File: src/rtl/gshare_pattern_history_table_pkg.sv
// Shared types and helpers for the gshare pattern history table.
// Optional feature macro: GSHARE_PHT_HASH_EN (see the top-level file).
package gshare_pkg;

  // Table controller states: the reset-time sweep and normal operation.
  typedef enum logic [0:0] {
    INIT  = 1'b0,
    READY = 1'b1
  } state_e;

  // Instructions are word aligned, so the two lowest PC bits carry no information.
  localparam int unsigned PC_IDX_OFFSET = 2;

  // Reset value of a counter: even entries start weakly taken, odd entries weakly
  // not-taken, so a freshly initialised table has no bias either way.
  function automatic logic [31:0] init_counter_value(input logic odd, input int unsigned width);
    logic [31:0] weak_taken;
    weak_taken = 32'd1 << (width - 1);
    return odd ? (weak_taken - 32'd1) : weak_taken;
  endfunction

endpackage

File: src/rtl/gshare_pattern_history_table_if.sv
// Fetch/resolution bundle of the gshare pattern history table.
// master = pipeline side (fetch + branch resolution), slave = the predictor.
interface gshare_pattern_history_table_if #(
  parameter int S_INDEX  = 10,
  parameter int HIST_LEN = 10
);
  logic                ready;
  logic                predict_valid;
  logic [31:0]         predict_pc;
  logic                predict_taken;
  logic [S_INDEX-1:0]  predict_index;
  logic [HIST_LEN-1:0] predict_hist;
  logic                update_valid;
  logic [S_INDEX-1:0]  update_index;
  logic [HIST_LEN-1:0] update_hist;
  logic                update_taken;
  logic                update_mispredict;

  modport master (
    input  ready, predict_taken, predict_index, predict_hist,
    output predict_valid, predict_pc,
    output update_valid, update_index, update_hist, update_taken, update_mispredict
  );

  modport slave (
    output ready, predict_taken, predict_index, predict_hist,
    input  predict_valid, predict_pc,
    input  update_valid, update_index, update_hist, update_taken, update_mispredict
  );
endinterface

File: src/rtl/gshare_pattern_history_table_sat_counter_step.sv
// One step of a WIDTH-bit saturating counter: up_i=1 counts up, up_i=0 counts down.
module sat_counter_step #(
  parameter int WIDTH = 2
) (
  input  logic [WIDTH-1:0] cnt_i,
  input  logic             up_i,
  output logic [WIDTH-1:0] cnt_o
);
  localparam logic [WIDTH-1:0] CNT_MAX = '1;

  // Move one step toward the outcome, holding at either end of the range.
  always_comb begin
    cnt_o = cnt_i;
    if (up_i) begin
      if (cnt_i != CNT_MAX) cnt_o = cnt_i + WIDTH'(1);
    end else begin
      if (cnt_i != '0) cnt_o = cnt_i - WIDTH'(1);
    end
  end
endmodule

File: src/rtl/gshare_pattern_history_table.sv
// gshare branch-direction predictor: 2**S_INDEX saturating counters indexed by
// PC ^ speculative global history, trained by resolved outcomes, with history
// restore on mispredict and a self-sequenced table sweep after reset.
// Macro GSHARE_PHT_HASH_EN: defined -> PC/history hash; undefined -> bimodal
// indexing by PC only (history is still tracked and reported).
module gshare_pattern_history_table
  import gshare_pkg::*;
#(
  parameter int S_INDEX  = 10,
  parameter int WIDTH    = 2,
  parameter int HIST_LEN = 10
) (
  input logic                          clk,
  input logic                          rst_n,
  gshare_pattern_history_table_if.slave bus
);
  localparam int unsigned        ENTRIES    = 1 << S_INDEX;
  localparam logic [S_INDEX-1:0] LAST_ENTRY = '1;

  logic [WIDTH-1:0] pht_mem [ENTRIES];

  state_e              state_q, state_d;
  logic [S_INDEX-1:0]  init_ptr_q, init_ptr_d;
  logic [HIST_LEN-1:0] ghr_q, ghr_d;

  logic                is_ready;
  logic [S_INDEX-1:0]  pc_index;
  logic [S_INDEX-1:0]  hist_index;
  logic [S_INDEX-1:0]  pred_index;
  logic [WIDTH-1:0]    upd_old;
  logic [WIDTH-1:0]    upd_new;
  logic [WIDTH-1:0]    pred_cnt;
  logic                upd_en;
  logic                bypass_hit;
  logic [HIST_LEN-1:0] shift_hist;
  logic [HIST_LEN-1:0] restore_hist;
  logic [WIDTH-1:0]    init_value;

  assign is_ready = (state_q == READY);
  assign pc_index = bus.predict_pc[PC_IDX_OFFSET +: S_INDEX];

`ifdef GSHARE_PHT_HASH_EN
  assign hist_index = S_INDEX'(ghr_q);
`else
  assign hist_index = '0;
`endif

  assign pred_index = pc_index ^ hist_index;

  // Training is ignored while the sweep owns the write port.
  assign upd_en  = bus.update_valid && is_ready;
  assign upd_old = pht_mem[bus.update_index];

  sat_counter_step #(
    .WIDTH (WIDTH)
  ) u_step (
    .cnt_i (upd_old),
    .up_i  (bus.update_taken),
    .cnt_o (upd_new)
  );

  // A same-cycle update to the predicted entry is forwarded so fetch never sees a stale counter.
  assign bypass_hit = upd_en && (bus.update_index == pred_index);
  assign pred_cnt   = bypass_hit ? upd_new : pht_mem[pred_index];

  assign bus.predict_taken = is_ready && pred_cnt[WIDTH-1];
  assign bus.predict_index = pred_index;
  assign bus.predict_hist  = ghr_q;
  assign bus.ready         = is_ready;

  assign init_value = WIDTH'(init_counter_value(init_ptr_q[0], WIDTH));

  // With a single history bit the shift degenerates into a plain load.
  generate
    if (HIST_LEN == 1) begin : g_hist_load
      assign shift_hist   = bus.predict_taken;
      assign restore_hist = bus.update_taken;
    end else begin : g_hist_shift
      assign shift_hist   = {ghr_q[HIST_LEN-2:0], bus.predict_taken};
      assign restore_hist = {bus.update_hist[HIST_LEN-2:0], bus.update_taken};
    end
  endgenerate

  // Next state: sweep pointer in INIT; history restore beats speculative shift in READY.
  always_comb begin
    state_d    = state_q;
    init_ptr_d = init_ptr_q;
    ghr_d      = ghr_q;
    if (state_q == INIT) begin
      init_ptr_d = init_ptr_q + S_INDEX'(1);
      if (init_ptr_q == LAST_ENTRY) state_d = READY;
    end else begin
      if (bus.update_valid && bus.update_mispredict) begin
        ghr_d = restore_hist;
      end else if (bus.predict_valid) begin
        ghr_d = shift_hist;
      end
    end
  end

  // Control state; reset restarts the sweep and clears history.
  always_ff @(posedge clk or negedge rst_n) begin
    if (!rst_n) begin
      state_q    <= INIT;
      init_ptr_q <= '0;
      ghr_q      <= '0;
    end else begin
      state_q    <= state_d;
      init_ptr_q <= init_ptr_d;
      ghr_q      <= ghr_d;
    end
  end

  // Counter array is not reset; the sweep writes one entry per cycle, then training takes over.
  always_ff @(posedge clk) begin
    if (state_q == INIT) begin
      pht_mem[init_ptr_q] <= init_value;
    end else if (bus.update_valid) begin
      pht_mem[bus.update_index] <= upd_new;
    end
  end

endmodule
File: src/flat_wrapper.sv
// flat-port wrapper written by rule: the top's interface ports become plain ports
module gshare_pattern_history_table_flat import gshare_pkg::*;
#(
  parameter int S_INDEX  = 10,
  parameter int WIDTH    = 2,
  parameter int HIST_LEN = 10
)
  (clk, rst_n, bus_ready, bus_predict_taken, bus_predict_index, bus_predict_hist, bus_predict_valid, bus_predict_pc, bus_update_valid, bus_update_index, bus_update_hist, bus_update_taken, bus_update_mispredict);
  gshare_pattern_history_table_if #(.S_INDEX(S_INDEX), .HIST_LEN(HIST_LEN)) bus_i ();
  input logic clk;
  input logic rst_n;
  output wire logic [$bits(bus_i.ready)-1:0] bus_ready;
  output wire logic [$bits(bus_i.predict_taken)-1:0] bus_predict_taken;
  output wire logic [$bits(bus_i.predict_index)-1:0] bus_predict_index;
  output wire logic [$bits(bus_i.predict_hist)-1:0] bus_predict_hist;
  input wire logic [$bits(bus_i.predict_valid)-1:0] bus_predict_valid;
  input wire logic [$bits(bus_i.predict_pc)-1:0] bus_predict_pc;
  input wire logic [$bits(bus_i.update_valid)-1:0] bus_update_valid;
  input wire logic [$bits(bus_i.update_index)-1:0] bus_update_index;
  input wire logic [$bits(bus_i.update_hist)-1:0] bus_update_hist;
  input wire logic [$bits(bus_i.update_taken)-1:0] bus_update_taken;
  input wire logic [$bits(bus_i.update_mispredict)-1:0] bus_update_mispredict;
  assign bus_ready = bus_i.ready;
  assign bus_predict_taken = bus_i.predict_taken;
  assign bus_predict_index = bus_i.predict_index;
  assign bus_predict_hist = bus_i.predict_hist;
  assign bus_i.predict_valid = bus_predict_valid;
  assign bus_i.predict_pc = bus_predict_pc;
  assign bus_i.update_valid = bus_update_valid;
  assign bus_i.update_index = bus_update_index;
  assign bus_i.update_hist = bus_update_hist;
  assign bus_i.update_taken = bus_update_taken;
  assign bus_i.update_mispredict = bus_update_mispredict;
  gshare_pattern_history_table #(.S_INDEX(S_INDEX), .WIDTH(WIDTH), .HIST_LEN(HIST_LEN)) u_core (.clk(clk), .rst_n(rst_n), .bus(bus_i));
endmodule
File: config.mk
export PLATFORM = sky130hd
export DESIGN_NAME = gshare_pattern_history_table_flat
export DESIGN_NICKNAME = d
export VERILOG_FILES = /design/src/rtl/gshare_pattern_history_table_pkg.sv /design/src/rtl/gshare_pattern_history_table_if.sv /design/src/rtl/gshare_pattern_history_table_sat_counter_step.sv /design/src/rtl/gshare_pattern_history_table.sv /design/src/flat_wrapper.sv
export SDC_FILE = /design/constraint.sdc
export NUM_CORES = 2
export LEC_CHECK = 0
export BUFFER_PORTS_ARGS = -buffer_cell sky130_fd_sc_hd__buf_2
export CORE_MARGIN = 5
export CORE_UTILIZATION = 46
export CTS_CLUSTER_SIZE = 40
export DETAILED_ROUTE_END_ITERATION = 16
export HOLD_SLACK_MARGIN = 0.08
export SYNTH_ARGS = -nofsm -noshare
export SYNTH_HDL_FRONTEND = slang
export SYNTH_HIERARCHICAL = 1
export SYNTH_SLANG_ARGS = --single-unit
export TNS_END_PERCENT = 10
File: constraint.sdc
create_clock -name clk -period 49.4 [get_ports clk]
set_input_delay 9.88 -clock clk [delete_from_list [all_inputs] [get_ports clk]]
set_output_delay 9.88 -clock clk [all_outputs]
set_load 0.02 [all_outputs]
==> flow_summary.yaml <==
status:
  status: "complete, no violations"
global_routing:
  grt_pass1_vias: 52800
  antenna_found_initial: 14
  grt_usage: 0.269
  grt_max_degree: 272
  grt_first_pass_wirelength_mm: 400
  overflow: 0
yosys:
  synth_edf_count: 2048
  netlist_instances: 5180
  yosysWarnings: 6
  ys_types: 61
  synth_largest_area_cell: "edfxtp_1"
  ys_seq_area_frac: 0.669
  synth_common_cells: "edfxtp_1 (2048), nor2_1 (1058), mux4_2 (877), clkbuf_1 (246), nand2_1 (150)"
  synth.avg_cell_area_um2: 17.9
  synth_area_um2: 92700
  post-synth-top-count-cell: "edfxtp_1"
  synthTopCellsByArea: "edfxtp_1 (66%), mux4_2 (21%), nor2_1 (4.3%), clkbuf_1 (1.0%), mux2i_1 (0.91%)"
  ys.flop_type: "edfxtp_1"
  syn_nets: 5239
  ys_seq_elements: 2069
  synthArstFlopShare: 0.0101
  yosys.area.top_type_share: 0.663
die:
  dieHeight_um: 459
  die_x_um: 459
  num_rows: 164
  core_um2: 200000
  initial_utilization: 0.463
  die_area_um2: 211000
  ios: 80
placed_design:
  portBuffers: 56
  dp_hpwl_mm: 160
  finalWeightedCongestion: 0.857
sta:
  relSlewSlack: 0.0907
  min_period_ps: 27210
  max_freq_mhz: 36.7
  hold_violations: 0
  holdWs_ps: 495
  finalCritPeriodShare: 0.551
  final-setup-viol-count: 0
  tns_ps: 0
  fin_skew_ps: 31.4
  worst_pin_slew_ps: 1360
  slew_violations: 0
  rsz0062_at_grt: "no"
clock_tree:
  htreeDepth: 4
  clockBufferDepth: 3
  post_cts_resized: 0
  cts-root-buf: "clkbuf_16"
  hold_buffers: 0
  postCtsSetupBuffers: 0
  numClockSinks: 2069
  numCtsBuffers: 215
  clk_pin_slew_ps: 50
  clk_latency_ps: 860
  cts_tree: "done"
power_and_ir_drop:
  vdd_drop_max_mv: 0.0316
  p_per_area_nw_per_um2: 35.1
  p_leak_uw: 0.0295
worst_setup_path:
  cp.required_ps: 39520
  critPathMaxFanout: 67
  end_kind: "output pin"
  critPathBufInv: 6
  cp-start-kind: "input pin"
  r2r_cells: 13
  path_cells: "buf_8 > buf_4 > buf_4 > buf_4 > buf_4 > mux4_2 > mux4_2 > a22oi_1 > nand2_1 > a22oi_1 > o221ai_1 > a22oi_1 > nand3_1 > maj3_2 > o21ai_0 > nor2_1 > buf_2"
  r2r_slack_ps: 43100
  cp_top_family: "buffers and inverters"
  cpPeakStageDelay_ps: 860
  r2r_start: "u_core/pht_mem[551][1]$_DFFE_PP_"
  r2r_end: "u_core/pht_mem[868][1]$_DFFE_PP_"
  crit_slowest_cell: "buf_4"
  crit_path_start: "bus_update_index[0]"
  critPathMostFrequentCell: "buf_4"
  critPathKind: "input pin to output pin"
  crit_arrival_ps: 17330
route:
  drc_errors: 0
  route.vias.total: 52600
  drt_first_pass_iters: 5
  drt_iter0_drc: 7357
  routed_wl_mm: 284
  viasPerCell: 6.62
  wire_per_inst_um: 35.8
  drtAntennaViolNets: 0
cells_and_area:
  fin_nets: 5162
  drive_gt1_frac: 0.271
  areaGrowthSynthToFinish_pct: 10.3
  fillers: 16200
worst_hold_path:
  hold_path_depth: 2
  whs_endpoint: "u_core/bus.predict_hist[9]$_DFFE_PN0P_"
  min_from: "u_core/bus.predict_hist[9]$_DFFE_PN0P_"
  hp-class: "register to register"
job:
  max_cap_violations: 0
-- cells by family (layout without fill, tap and decap cells) --
logic type | count (synthesis) | after routing | share of synthesized area
mux | 978 | 978 | 0.224
other cells | 0 | 8 | 0
fa+ha+maj | 3 | 3 | 0.000378
flops | 2069 | 2069 | 0.669
compound gates | 259 | 259 | 0.0207
buf+inv | 482 | 584 | 0.0244
simple gates | 1370 | 1370 | 0.0594
xor+xnor | 19 | 19 | 0.00180
-- layer usage --
metal,vias to the layer above,GRT usage,wire [um]
met1,28400,0.370,109000
met4,8,0.108,12600
met3,555,0.0494,26100
met5,-,0,44
li1,20800,-,-
met2,2832,0.431,137000
-- worst max path at each step --
stage                                     endpoint  slack, ps  depth (start not counted)
floorplan           u_core/pht_mem[0][1]$_DFFE_PP_       4350                         13
global placement                 bus_predict_taken      22120                         17
detailed placement               bus_predict_taken      22140                         17
CTS                              bus_predict_taken      22130                         17
global route                     bus_predict_taken      21530                         17
finish                           bus_predict_taken      22190                         17
-- placed cells by master, fill, tap and decap left out, types with 36 or more instances in the layout --
master | netlist | layout
edfxtp_1 | 2048 | 2048
nor2_1 | 1058 | 1056
mux4_2 | 877 | 877
clkbuf_16 | 0 | 218
nand2_1 | 150 | 131
buf_4 | 41 | 113
mux2i_1 | 84 | 84
a22oi_1 | 83 | 83
clkinv_2 | 0 | 51
clkbuf_1 | 246 | 49
buf_2 | 85 | 47
clkinv_1 | 0 | 40
nand3_1 | 41 | 36
-- where the power goes --
group	internal [uW]	switching [uW]	total (uW)
clock network	873	689	1560
logic	43.4	83.9	127
registers	1900	0	1900
-- cell type report --
| class | instances | area (um^2) | area share |
|---|---|---|---|
| inverter | 10 | 38.8 | 0.000379 |
| clock inverter | 125 | 1030 | 0.0100 |
| tap | 2656 | 3320 | 0.0325 |
| clock buffer | 271 | 5690 | 0.0557 |
| timing repair buffer | 178 | 1420 | 0.0139 |
| antenna | 8 | 20.0 | 0.000196 |
| sequential | 2069 | 62000 | 0.606 |
| multi-input combinational | 2629 | 28700 | 0.281 |
-- worst reg2reg max path, delay by kind of cell (launching register included) --
kind                     cells  cell delay, ps
AO/OA/AOI/OAI                5            1740
adder cells (fa/ha/maj)      1             390
buffers and inverters        3            1890
flip-flops                   1             440
multiplexers                 2             970
AND/OR/NAND/NOR              2             450
-- per-stage QoR --
stage	util	power [uW]	setup slack [ps]	instances	cell area (um^2)
2_1_floorplan	-	2020	4350	5180	92700
3_3_place_gp	0.477	2060	22120	7541	95500
3_5_place_dp	0.477	2060	22140	7541	95500
4_1_cts	0.511	3610	22130	7937	102000
5_1_grt	0.511	3690	21530	7939	102000
6_report	0.511	3590	22190	7946	102000
-- state kept, by name (all words and copies together) (netlist names) --
signal and flops:
u_core/bus.ready 1, u_core/bus.predict_hist 10, u_core/init_ptr_q 10, u_core/pht_mem 2048
Power figures use the tool's default switching activity.
